[config.mk]
export PLATFORM = sky130hd
export DESIGN_NAME = serial_subtractor_flat
export DESIGN_NICKNAME = d
export VERILOG_FILES = /design/src/rtl/serial_subtractor_if.sv /design/src/rtl/serial_subtractor.sv /design/src/flat_wrapper.sv
export SDC_FILE = /design/constraint.sdc
export NUM_CORES = 1
export LEC_CHECK = 0
export CAP_MARGIN = 40
export CELL_PAD_IN_SITES_DETAIL_PLACEMENT = 1
export CELL_PAD_IN_SITES_GLOBAL_PLACEMENT = 1
export CORE_MARGIN = 2
export CORE_UTILIZATION = 42
export CTS_CLUSTER_DIAMETER = 100
export DETAILED_ROUTE_END_ITERATION = 8
export PLACE_DENSITY_LB_ADDON = 0.3
export SYNTH_ARGS = -nofsm -noshare
export SYNTH_HDL_FRONTEND = slang
export SYNTH_SLANG_ARGS = --single-unit
[constraint.sdc]
create_clock -name clk -period 1.7 [get_ports clk]
set_input_delay 0.255 -clock clk [delete_from_list [all_inputs] [get_ports clk]]
set_output_delay 0.255 -clock clk [all_outputs]
set_load 0.02 [all_outputs]
[src/rtl/serial_subtractor_if.sv]
// serial_subtractor_if: start/busy/done handshake and operand/result bus for the bit-serial subtractor.
interface serial_subtractor_if #(parameter int WIDTH = 8);
    logic             start;
    logic [WIDTH-1:0] a;
    logic [WIDTH-1:0] b;
    logic             busy;
    logic             done;
    logic [WIDTH-1:0] diff;
    logic             borrow_out;
    modport master (output start, a, b, input busy, done, diff, borrow_out);
    modport slave  (input start, a, b, output busy, done, diff, borrow_out);
endinterface

[src/rtl/serial_subtractor.sv]
// serial_subtractor: computes a - b one bit per clock, LSB first, with one full-subtractor cell and a borrow flop.
module serial_subtractor #(
    parameter int WIDTH = 8
) (
    input logic clk,
    input logic rst_n,
    serial_subtractor_if.slave bus
);
    localparam int CW = $clog2(WIDTH);
    typedef enum logic [1:0] {IDLE, SHIFT, DONE} state_t;
    state_t state;
    logic [WIDTH-1:0] ra, rb, rd;
    logic [CW-1:0] cnt;
    logic br;
    logic d, br_next;
    assign d       = ra[0] ^ rb[0] ^ br;
    assign br_next = (~ra[0] & rb[0]) | (~(ra[0] ^ rb[0]) & br);
    always_ff @(posedge clk or negedge rst_n) begin
        if (!rst_n) begin
            state          <= IDLE;
            ra             <= '0;
            rb             <= '0;
            rd             <= '0;
            cnt            <= '0;
            br             <= 1'b0;
            bus.busy       <= 1'b0;
            bus.done       <= 1'b0;
            bus.diff       <= '0;
            bus.borrow_out <= 1'b0;
        end else begin
            case (state)
                IDLE: if (bus.start) begin
                    ra       <= bus.a;
                    rb       <= bus.b;
                    br       <= 1'b0;
                    cnt      <= '0;
                    bus.busy <= 1'b1;
                    state    <= SHIFT;
                end
                SHIFT: begin
                    ra <= ra >> 1;
                    rb <= rb >> 1;
                    rd <= {d, rd[WIDTH-1:1]};
                    br <= br_next;
                    // cnt holds on the final bit so it never wraps
                    if (cnt == CW'(WIDTH - 1)) begin
                        bus.diff       <= {d, rd[WIDTH-1:1]};
                        bus.borrow_out <= br_next;
                        bus.done       <= 1'b1;
                        state          <= DONE;
                    end else begin
                        cnt <= cnt + CW'(1);
                    end
                end
                DONE: begin
                    bus.done <= 1'b0;
                    bus.busy <= 1'b0;
                    state    <= IDLE;
                end
                default: state <= IDLE;
            endcase
        end
    end
endmodule

[src/flat_wrapper.sv]
// flat-port wrapper written by rule: the top's interface ports become plain ports
module serial_subtractor_flat 
#(
    parameter int WIDTH = 8
)
  (clk, rst_n, bus_start, bus_a, bus_b, bus_busy, bus_done, bus_diff, bus_borrow_out);
  serial_subtractor_if #(.WIDTH(WIDTH)) bus_i ();
  input logic clk;
  input logic rst_n;
  input wire logic [$bits(bus_i.start)-1:0] bus_start;
  input wire logic [$bits(bus_i.a)-1:0] bus_a;
  input wire logic [$bits(bus_i.b)-1:0] bus_b;
  output wire logic [$bits(bus_i.busy)-1:0] bus_busy;
  output wire logic [$bits(bus_i.done)-1:0] bus_done;
  output wire logic [$bits(bus_i.diff)-1:0] bus_diff;
  output wire logic [$bits(bus_i.borrow_out)-1:0] bus_borrow_out;
  assign bus_i.start = bus_start;
  assign bus_i.a = bus_a;
  assign bus_i.b = bus_b;
  assign bus_busy = bus_i.busy;
  assign bus_done = bus_i.done;
  assign bus_diff = bus_i.diff;
  assign bus_borrow_out = bus_i.borrow_out;
  serial_subtractor #(.WIDTH(WIDTH)) u_core (.clk(clk), .rst_n(rst_n), .bus(bus_i));
endmodule
## Word-level counts from Yosys, hierarchy flattened

Cells that the tools add are included.
Widths: inputs -> output; s select.

- Input bits: 19
- Bits in registers: 41
- Word-level logic and storage cells: 50

- Bitwise gates (word level): 7
- Muxes and demuxes: 16
- Eq/ne operators: 6
- Reductions and logical operators: 10
- Add/sub/neg operators: 1

Operators with widths:

| operator | count |
|---|---|
| $pmux 8 s2 | 2 |
| $mux 8 | 2 |
| $reduce_and 2->1 | 5 |
| $mux 3 | 2 |
| $pmux 1 s2 | 3 |
| $pmux 3 s2 | 1 |
| $reduce_bool 2->1 | 3 |
| $mux 2 | 2 |
| $ne 2x2->1 const B | 2 |
| $pmux 2 s2 | 1 |
| $add 3x1->3 const B | 1 |
| $eq 3x3->1 const B | 1 |
| $mux 1 | 3 |
| $reduce_and 3->1 | 1 |
| $and 1x1->1 | 2 |
| $eq 2x1->1 const B | 1 |
| $eq 2x2->1 const B | 1 |
| $logic_not 2->1 | 1 |
| $ne 2x1->1 const B | 1 |
| $not 1->1 | 2 |
| $xor 1x1->1 | 2 |
| $or 1x1->1 | 1 |

## Logic depth before layout (Yosys ltp)

- Depth in word-level cells: 5
- Mapped depth: 5

## Worst setup path after synthesis

Ideal clock, no wire load.

- Kind: register to register
- From: register u_core.cnt[0]
- To: register u_core.bus.diff[0]
- Slack: 0.124 ns
- Library setup time: 0.128 ns
- Stages on the path, launching flop included: 6
- Buffers on the path: 1
- Arrival: 1.448 ns
- Cells stage by stage: dfrtp_1 -> ha_1 -> ha_1 -> nand3b_1 -> buf_2 -> mux2_1

- Cells in the longest elaborated chain, start to end: 2

Ends and longest elaborated chain:

| what | line | text |
|---|---|---|
| from (decl) | serial_subtractor.sv:13 | `logic [CW-1:0] cnt;` |
| from (signal assigned) | serial_subtractor.sv:52 | `cnt <= cnt + CW'(1);` |
| $eq 3x3->1 | serial_subtractor.sv:46 | `if (cnt == CW'(WIDTH - 1)) begin` |
| $reduce_and 2->1 (no source line) | -- |  |
| to (signal assigned) | serial_subtractor.sv:47 | `bus.diff <= {d, rd[WIDTH-1:1]};` |
| to (decl) | serial_subtractor_if.sv:11 | `modport slave (input start, a, b, output busy, done, diff, borrow_out);` |

No other way between the ends.
A chain may end at the register's enable or synchronous reset.

## Worst setup path in the final report

Same ends and word-level chain as after synthesis.

==> results.toml <==
[cts]
numCtsBuffers = 5
clk_pin_slew_worst_paths_ns = 0.08
clock_sinks = 40
cts_htree_levels = 2
clk_latency_ns = 0.30
holdBufCountCts = 0
cts_setup_buffers = 0
cts_tree = "done"
ctsResizeCount = 0
cts_root_buf = "clkbuf_8"
cts_buffer_depth = 2

[route]
firstDrtPassIters = 4
route.detailed.wl_per_inst_um = 16.5
ant_nets = 0
wirelength_um = 3880
vias = 1304
vias_per_cell = 5.55
drc = 0
drtIter0Drc = 83

[floorplan]
fp.dieArea_mm2 = 0.00498
die_h_um = 70.6
ioPinCount = 30
row_count = 24
initial_core_util_pct = 43.1
coreArea_mm2 = 0.00432
die_w_um = 70.6

[timing]
min_period_ns = 1.57
drv_slew = 0
setup_violations = 0
fmax_ghz = 0.638
fin_crit_sh_pct = 92.2
setup_tns_ns = 0
slew-limit-headroom_pct = 64.4
hold_ws_ns = 0.0122
tightest_slew_ns = 0.534
rsz0062_at_grt = "false"
hold_violations = 0
fin_skew_ns = 0.0111

[place]
place_congestion = 0.765
io_buffer_count = 29
hpwl_um = 2640

[layout]
syn_to_final_growth_pct = 25.7
fin_util_pct = 54.2
antenna_cells = 0
fill_cells = 450
final_nets = 204
final_layout_size_suffix_gt1_share_pct = 12.6

[job]
maxCapViolations = 0

[critical_path]
cp.required_ns = 1.88
worst_setup_path_end_kind = "register"
start_kind = "register"
worst-endpoint-arrival_ns = 1.74
r2r_cells = 5
crit_slowest_cell = "dfrtp_1"
crit_fanout = 10
r2r_start = "u_core.cnt[0]$_DFFE_PN0P_"
rr_endpoint = "u_core.bus.diff[0]$_DFFE_PN0P_"
crit_type = "register to register"
cp_slowest_stage_delay_ns = 0.42
critPathMostFrequentCell = "ha_1"
r2r_setup_slack_ns = 0.13
path_cells = "ha_1 -> ha_1 -> nand3b_1 -> buf_12 -> mux2_1"

[yosys]
yosysTopAreaCellShare_pct = 53.7
avgSynthCellArea_um2 = 12.3
syn_nets = 173
synthDistinctLibCells = 29
synthArstFlopShare_pct = 100
synth.area.top_cells = "dfrtp_1, mux2_1, nor4b_1, nor3b_1, a211oi_1"
netlist_area_mm2 = 0.00186
ys_seq_area_share_pct = 53.7
ys_seq_elements = 40
synth_edf_count = 0
ys_warn_count = 0
synthCells = 151
yosysMostFrequentCell = "dfrtp_1"
ys.flop_type = "dfrtp_1"
yosys-top-cells-count = "dfrtp_1, inv_1, mux2_1"
yosysTopAreaCell = "dfrtp_1"

[grt]
track_usage_pct = 17.6
grt_max_degree = 41
antenna_found_initial = 0
grt_pass1_wl_um = 6990
grt_overflow = 0
grt_pass1_vias = 1405

[status]
status = "completed"

[power_and_ir_drop]
power.leakage_nw = 1.05
power.density_mw_per_mm2 = 1780
vdd_drop_max_mv = 0.737

[min_path]
hold_class = "primary input to asynchronous set/reset pin"
[stage by stage]
stage	total power [mW]	setup slack [ns]	instance area [um2]	instances
CTS	4.23	0.125	2340	235
floorplan	2.77	0.124	1860	151
global placement	3.26	0.186	2220	227
global route	4.51	0.0365	2340	235
finish	4.17	0.133	2340	235
detailed placement	3.39	0.0865	2220	227
[flip-flops by register name (all words and copies together) (netlist names)]
signal / cells
u_core.rb: 8
u_core.bus.borrow_out: 1
u_core.br: 1
u_core.bus.diff: 8
u_core.cnt: 3
u_core.bus.busy: 1
u_core.rd: 7
u_core.ra: 8
u_core.bus.done: 1
u_core.state: 2
[per-layer routing]
layer  vias up  track usage [%]  routed length, um
met3         5             4.99                139
met4         0             3.77                 29
li1        616                -                  -
met2        21             27.5               1840
met1       662             24.9               1870
met5         -                0                  0
[area by class of cell]
| cell class | count | area [um2] | share of cell area, % |
|---|---|---|---|
| inverters | 15 | 56.3 | 2.40 |
| well taps | 52 | 65.1 | 2.78 |
| multi-input cells | 83 | 741 | 31.6 |
| flip-flops and latches | 40 | 1000 | 42.7 |
| clock buffers | 6 | 82.6 | 3.53 |
| clock inverters | 2 | 38.8 | 1.66 |
| repair buffers | 37 | 358 | 15.3 |
[worst max-delay path: cells and delay by family (launching register included)]
| kind | cells | cell delay [ns] |
|---|---|---|
| DFF | 1 | 0.42 |
| and+or+nand+nor | 1 | 0.14 |
| muxes | 1 | 0.32 |
| adders and majority gates | 2 | 0.43 |
| buffers and inverters | 1 | 0.15 |
[worst max-delay path by stage]
stage	startpoint	end	slack [ns]	cells past startpoint
2_1_floorplan	u_core.cnt[0]$_DFFE_PN0P_	u_core.bus.diff[0]$_DFFE_PN0P_	0.12	5
6_report	u_core.cnt[0]$_DFFE_PN0P_	u_core.bus.diff[0]$_DFFE_PN0P_	0.13	5
3_3_place_gp	bus_start	u_core.rb[1]$_DFFE_PN0P_	0.19	4
3_5_place_dp	bus_start	u_core.ra[4]$_DFFE_PN0P_	0.09	4
4_1_cts	u_core.cnt[0]$_DFFE_PN0P_	u_core.bus.diff[0]$_DFFE_PN0P_	0.12	5
5_1_grt	u_core.cnt[0]$_DFFE_PN0P_	u_core.cnt[0]$_DFFE_PN0P_	0.04	5
[power breakdown]
part	internal, mW	switching, mW
logic	0.873	0.789
registers	1.40	0.285
clock network	0.480	0.337
[cell families after synthesis]
family | share of synthesized area, %
AOI/OAI and AO/OA | 11.4
adders and majority gates | 2.42
buffers and inverters | 6.51
DFF | 53.7
muxes | 9.60
and+or+nand+nor | 16.3
[cells in the final DEF, fill, tap and decap left out]
cell             count
bufinv_16            1
mux2_2               1
clkbuf_8             6
or4b_1               3
buf_2                1
mux2i_1              1
o22ai_1              1
clkinv_4             1
nor4b_1             12
and3_1               3
o21ai_1              1
o221a_2              3
nor2b_1              2
inv_1               15
o21ba_2              1
dfrtp_1             40
a2bb2oi_1            1
a211oi_1            11
o21bai_2             1
buf_12               1
nor3b_1             12
nand3b_1             1
nand2b_1             1
nor4bb_1             3
a32o_1               1
ha_1                 2
nand2_1              1
a211o_1              4
clkdlybuf4s50_1     28
fa_1                 1
buf_4                7
a21oi_1              2
mux2_1              14
Note: power is estimated with default switching activity, not from simulation.
==> edit 1 (config.mk and constraints unchanged) <==
Reset style: synchronous (`rst_n`), changed in one clocked block.
--- a/src/rtl/serial_subtractor.sv
+++ b/src/rtl/serial_subtractor.sv
@@ -15,7 +15,7 @@
     logic d, br_next;
     assign d       = ra[0] ^ rb[0] ^ br;
     assign br_next = (~ra[0] & rb[0]) | (~(ra[0] ^ rb[0]) & br);
-    always_ff @(posedge clk or negedge rst_n) begin
+    always_ff @(posedge clk) begin
         if (!rst_n) begin
             state          <= IDLE;
             ra             <= '0;
Function: differs if rst_n is asserted again (counterexample within 4 cycles, from zero or initial values and one cycle with rst_n low); with rst_n held inactive, the same outputs for 10 cycles.
==> edit 1 against the original RTL <==
Sequential share of layout area fell by 5.0 points; synthesized area decreased by 8.1%; sequential cell count unchanged; clock skew decreased by 0.0045 ns; cell area decreased by 9.2%; die area fell by 7.6%; global-route usage is 0.74 points higher; first-iteration DRC count decreased by 46%; worst setup slack worse by 0.011 ns; routed wire length shrank 1.9%; critical endpoint is now u_core.bus.borrow_out; largest cell class unchanged.
Power is not compared: it rests on default switching activity, and its combinational part moved more than twofold at a synthesized area within 25%.
==> edit 1: results <==
{
  "status": "completed",
  "multi_input_area_um2": 779,
  "avgViaCountPerCell": 5.25,
  "worstSetupEndpoint": "u_core.bus.borrow_out",
  "grt_pass1_wl_mm": 6.23,
  "synth-adder-area-share_pct": 2.63,
  "layout.cell_area.non_filler_um2": 2130,
  "post_route_cells_drive_above_1_share_pct": 9.86,
  "post_synth_num_cell_types": 30,
  "skew_ns": 0.00657,
  "power_sequential_w": 0.00101,
  "synth.top_cells.by_area": "dfxtp_1 (47%), mux2i_1 (8.2%), nand2_1 (7.2%)",
  "detailedRoute.firstIterationViolations": 45,
  "synth.top_cells.by_count": "dfxtp_1 (40), nand2_1 (33), nor2_1 (21)",
  "critical_path.slowest_cell": "dfxtp_1",
  "synth_xor_area_share_pct": 0,
  "cts_post_setup_buffers_inserted": 0,
  "placement.cell_area_um2": 2010,
  "switching_share_pct": 23.9,
  "grt_start_max_net_pins": 40,
  "ff_latch_area_um2": 802,
  "worstPathMaxFanout": 8,
  "floorplan.core_area_um2": 3970,
  "via_count_of_the_first_global_routing_pass": 1385,
  "pre_cts_ws_ns": 0.100,
  "inv_count": 4,
  "nonClkBufAreaFrac_pct": 16.9,
  "pin_slew_with_the_least_headroom_to_its_limit_ns": 0.498,
  "wirelength_mm": 3.81,
  "multi_input_comb_cells": 126,
  "synth_compound_gate_area_share_pct": 18.0,
  "cp-startpoint": "u_core.cnt[0]",
  "worst_r2r_path_depth": 6,
  "buffers_excl_clock": 35,
  "fillCellCount": 466,
  "comb_power_w": 0.000242,
  "synth.net_count": 206,
  "async_reset_ff_share_pct": 0,
  "net_count_final": 234,
  "min_period_ns": 1.58,
  "critical_path_arrival_ns": 1.80,
  "grt.total_usage_pct": 18.4,
  "share_of_synthesized_area_occupied_by_flip_flops_and_latches_pct": 46.7,
  "synth_largest_area_cell": "dfxtp_1",
  "dp_hpwl_mm": 2.62,
  "gp_congestion": 0.734,
  "classification_of_the_worst_slack_hold_path": "register to register",
  "cts_made_buffers": 5
}
-- edit 1: cell count changes after synthesis, sizes merged, moves of 15 or more --
cell,delta
nor2,+21
a21oi,+16
dfrtp,-40
nand2,+32
dfxtp,+40
mux2,-15
-- edit 1: logic make-up after synthesis --
logic type                 Yosys count
AOI/OAI and AO/OA                   42
adders and majority gates            3
buffers and inverters               18
DFF                                 40
muxes                               14
and+or+nand+nor                     67
-- edit 1: metrics by stage --
stage                     instances  TNS [ns]  hold WS [ns]
after detailed placement        254         0         0.454
after floorplan                 184         0         0.388
final                           263         0         0.463
after global placement          254         0         0.442
after global routing            263   -0.0608         0.492
after CTS                       262         0         0.465
-- edit 1: layer usage --
| metal | wire, um | share of wire [%] | GRT usage [%] |
|---|---|---|---|
| met3 | 128 | 3.4 | 4.93 |
| met1 | 1730 | 45 | 22.5 |
| met2 | 1890 | 49 | 30.5 |
| met5 | 0 | 0 | 0 |
| met4 | 67 | 1.8 | 7.50 |
==> edit 2 (same flow settings) <==
Made on the original files. `WIDTH` is set to 8 in 3 places; all go to 16.
--- a/src/rtl/serial_subtractor_if.sv
+++ b/src/rtl/serial_subtractor_if.sv
@@ -1,5 +1,5 @@
 // serial_subtractor_if: start/busy/done handshake and operand/result bus for the bit-serial subtractor.
-interface serial_subtractor_if #(parameter int WIDTH = 8);
+interface serial_subtractor_if #(parameter int WIDTH = 16);
     logic             start;
     logic [WIDTH-1:0] a;
     logic [WIDTH-1:0] b;
--- a/src/rtl/serial_subtractor.sv
+++ b/src/rtl/serial_subtractor.sv
@@ -1,6 +1,6 @@
 // serial_subtractor: computes a - b one bit per clock, LSB first, with one full-subtractor cell and a borrow flop.
 module serial_subtractor #(
-    parameter int WIDTH = 8
+    parameter int WIDTH = 16
 ) (
     input logic clk,
     input logic rst_n,
--- a/src/flat_wrapper.sv
+++ b/src/flat_wrapper.sv
@@ -1,7 +1,7 @@
 // flat-port wrapper written by rule: the top's interface ports become plain ports
 module serial_subtractor_flat 
 #(
-    parameter int WIDTH = 8
+    parameter int WIDTH = 16
 )
   (clk, rst_n, bus_start, bus_a, bus_b, bus_busy, bus_done, bus_diff, bus_borrow_out);
   serial_subtractor_if #(.WIDTH(WIDTH)) bus_i ();
Interface: changed (resized bus_a, bus_b and bus_diff); port bits go from 30 to 54. No check against the original RTL was run, so the function may have changed too.
==> edit 2 against the original RTL <==
Routed wire length up 79%; total power up 70%; cell area up 70%; synthesized area up 66%; first-iteration DRC count up 4.8%; critical path type unchanged; sequential cell count up 33; worst setup slack worse by 0.040 ns.
==> edit 2: results <==
{
  "skew_ns": 0.00871,
  "reg.largest.list": "u_core.bus.diff (16), u_core.ra (16), u_core.rb (16)",
  "power.combinational.fraction_pct": 40.0,
  "place_inst": 426,
  "layoutNonFillerInstCount": 446,
  "h_tree_levels": 3,
  "p_sw_w": 0.00259,
  "avgViaCountPerCell": 5.18,
  "synth.top_cells.by_count": "nand2_1 (78), dfrtp_1 (73), a22oi_1 (30)",
  "grt_antenna_before_repair": 0,
  "post_synth_num_cell_types": 34,
  "critical_path_arrival_ns": 1.84,
  "avgSynthCellArea_um2": 11.1,
  "wirelength_mm": 6.95,
  "synth.net_count": 316,
  "placement.cell_area_um2": 3740,
  "grt.total_usage_pct": 18.4,
  "share_of_synthesized_area_occupied_by_flip_flops_and_latches_pct": 59.0,
  "switching_share_pct": 36.5,
  "worstPathMaxFanout": 5,
  "gp_congestion": 0.785,
  "clockNetworkPower_w": 0.00132,
  "grt_start_max_net_pins": 46,
  "detailedRoute.firstIterationViolations": 87,
  "post_route_cells_drive_above_1_share_pct": 14.7,
  "vdd_ir_drop_max_mv": 0.591,
  "clock_insertion_delay_worst_skew_ns": 0.34,
  "r2r_setup_slack_ns": 0.09,
  "placement.io_buffers": 53,
  "worst_r2r_path_depth": 4,
  "classification_of_the_worst_slack_hold_path": "input pin to asynchronous set/reset pin",
  "dp_hpwl_mm": 4.77,
  "pre_cts_ws_ns": -0.0273,
  "reg2reg_to": "u_core.cnt[3]",
  "diodes": 0,
  "max_clock_freq_ghz": 0.622,
  "critical_path.endpoint_type": "register",
  "grt_pass1_wl_mm": 12.0,
  "synth-main-ff-cell": "dfrtp_1",
  "status": "completed",
  "pin_slew_with_the_least_headroom_to_its_limit_ns": 0.386,
  "power_leakage_nw": 1.77,
  "cts_made_buffers": 9,
  "fillCellCount": 770,
  "net_count_final": 379,
  "synth.top_cells.by_area": "dfrtp_1 (59%), nand2_1 (9.5%), a22oi_1 (7.3%)",
  "via_count_of_the_first_global_routing_pass": 2531
}
-- edit 2: changes by cell type after synthesis, sizes merged, moves of 5 or more --
cell,delta
nand2,+77
dfrtp,+33
o21ai,+33
a22oi,+30
inv,-12
nor3b,-12
nor4b,-12
a211oi,-11
buf,+5
-- edit 2: metal layers --
metal,vias to the layer above,part of all wire (%),GRT usage [%]
li1,1092,-,-
met1,1155,45,22.9
met2,47,50,31.1
met3,17,3.2,3.44
met4,0,2.6,9.10
met5,-,0,0
-- edit 2: worst min-delay path by stage --
stage	endpoint	startpoint	slack, ns
2_1_floorplan	u_core.br	rst_n	-0.04
6_report	u_core.rd[1]	rst_n	0.38
3_3_place_gp	u_core.bus.diff[1]	rst_n	0.21
4_1_cts	u_core.bus.diff[1]	rst_n	0.38
3_5_place_dp	u_core.bus.diff[1]	rst_n	0.21
5_1_grt	u_core.rd[1]	rst_n	0.41
-- edit 2: critical path, stage by stage (launching register included) --
cell and delay, ns:
dfrtp_1 0.43, ha_1 0.29, and3_1 0.25, a221o_1 0.35, a21o_1 0.17
-- edit 2: cell type report --
cell class / count / area (um^2) / area share (%)
sequential: 73 / 1830 / 45.9
multi-input combinational: 185 / 1140 / 28.8
timing repair buffer: 70 / 683 / 17.2
clock buffer: 13 / 149 / 3.74
tap: 99 / 124 / 3.11
clock inverter: 3 / 40.0 / 1.01
inverter: 3 / 11.3 / 0.283
-- edit 2: logic make-up after synthesis --
group / after synthesis / synth area share, %
mux: 16 / 6.91
buf+inv: 21 / 4.12
flops: 73 / 59.0
simple gates: 90 / 12.8
compound gates: 77 / 16.1
fa+ha+maj: 2 / 1.05
-- edit 2: what timing repair did --
item                                    CTS  global route
buffers inserted                          3             0
endpoints found under the setup margin    7             0
hold endpoints to repair                 28             0
hold buffers                              1             0
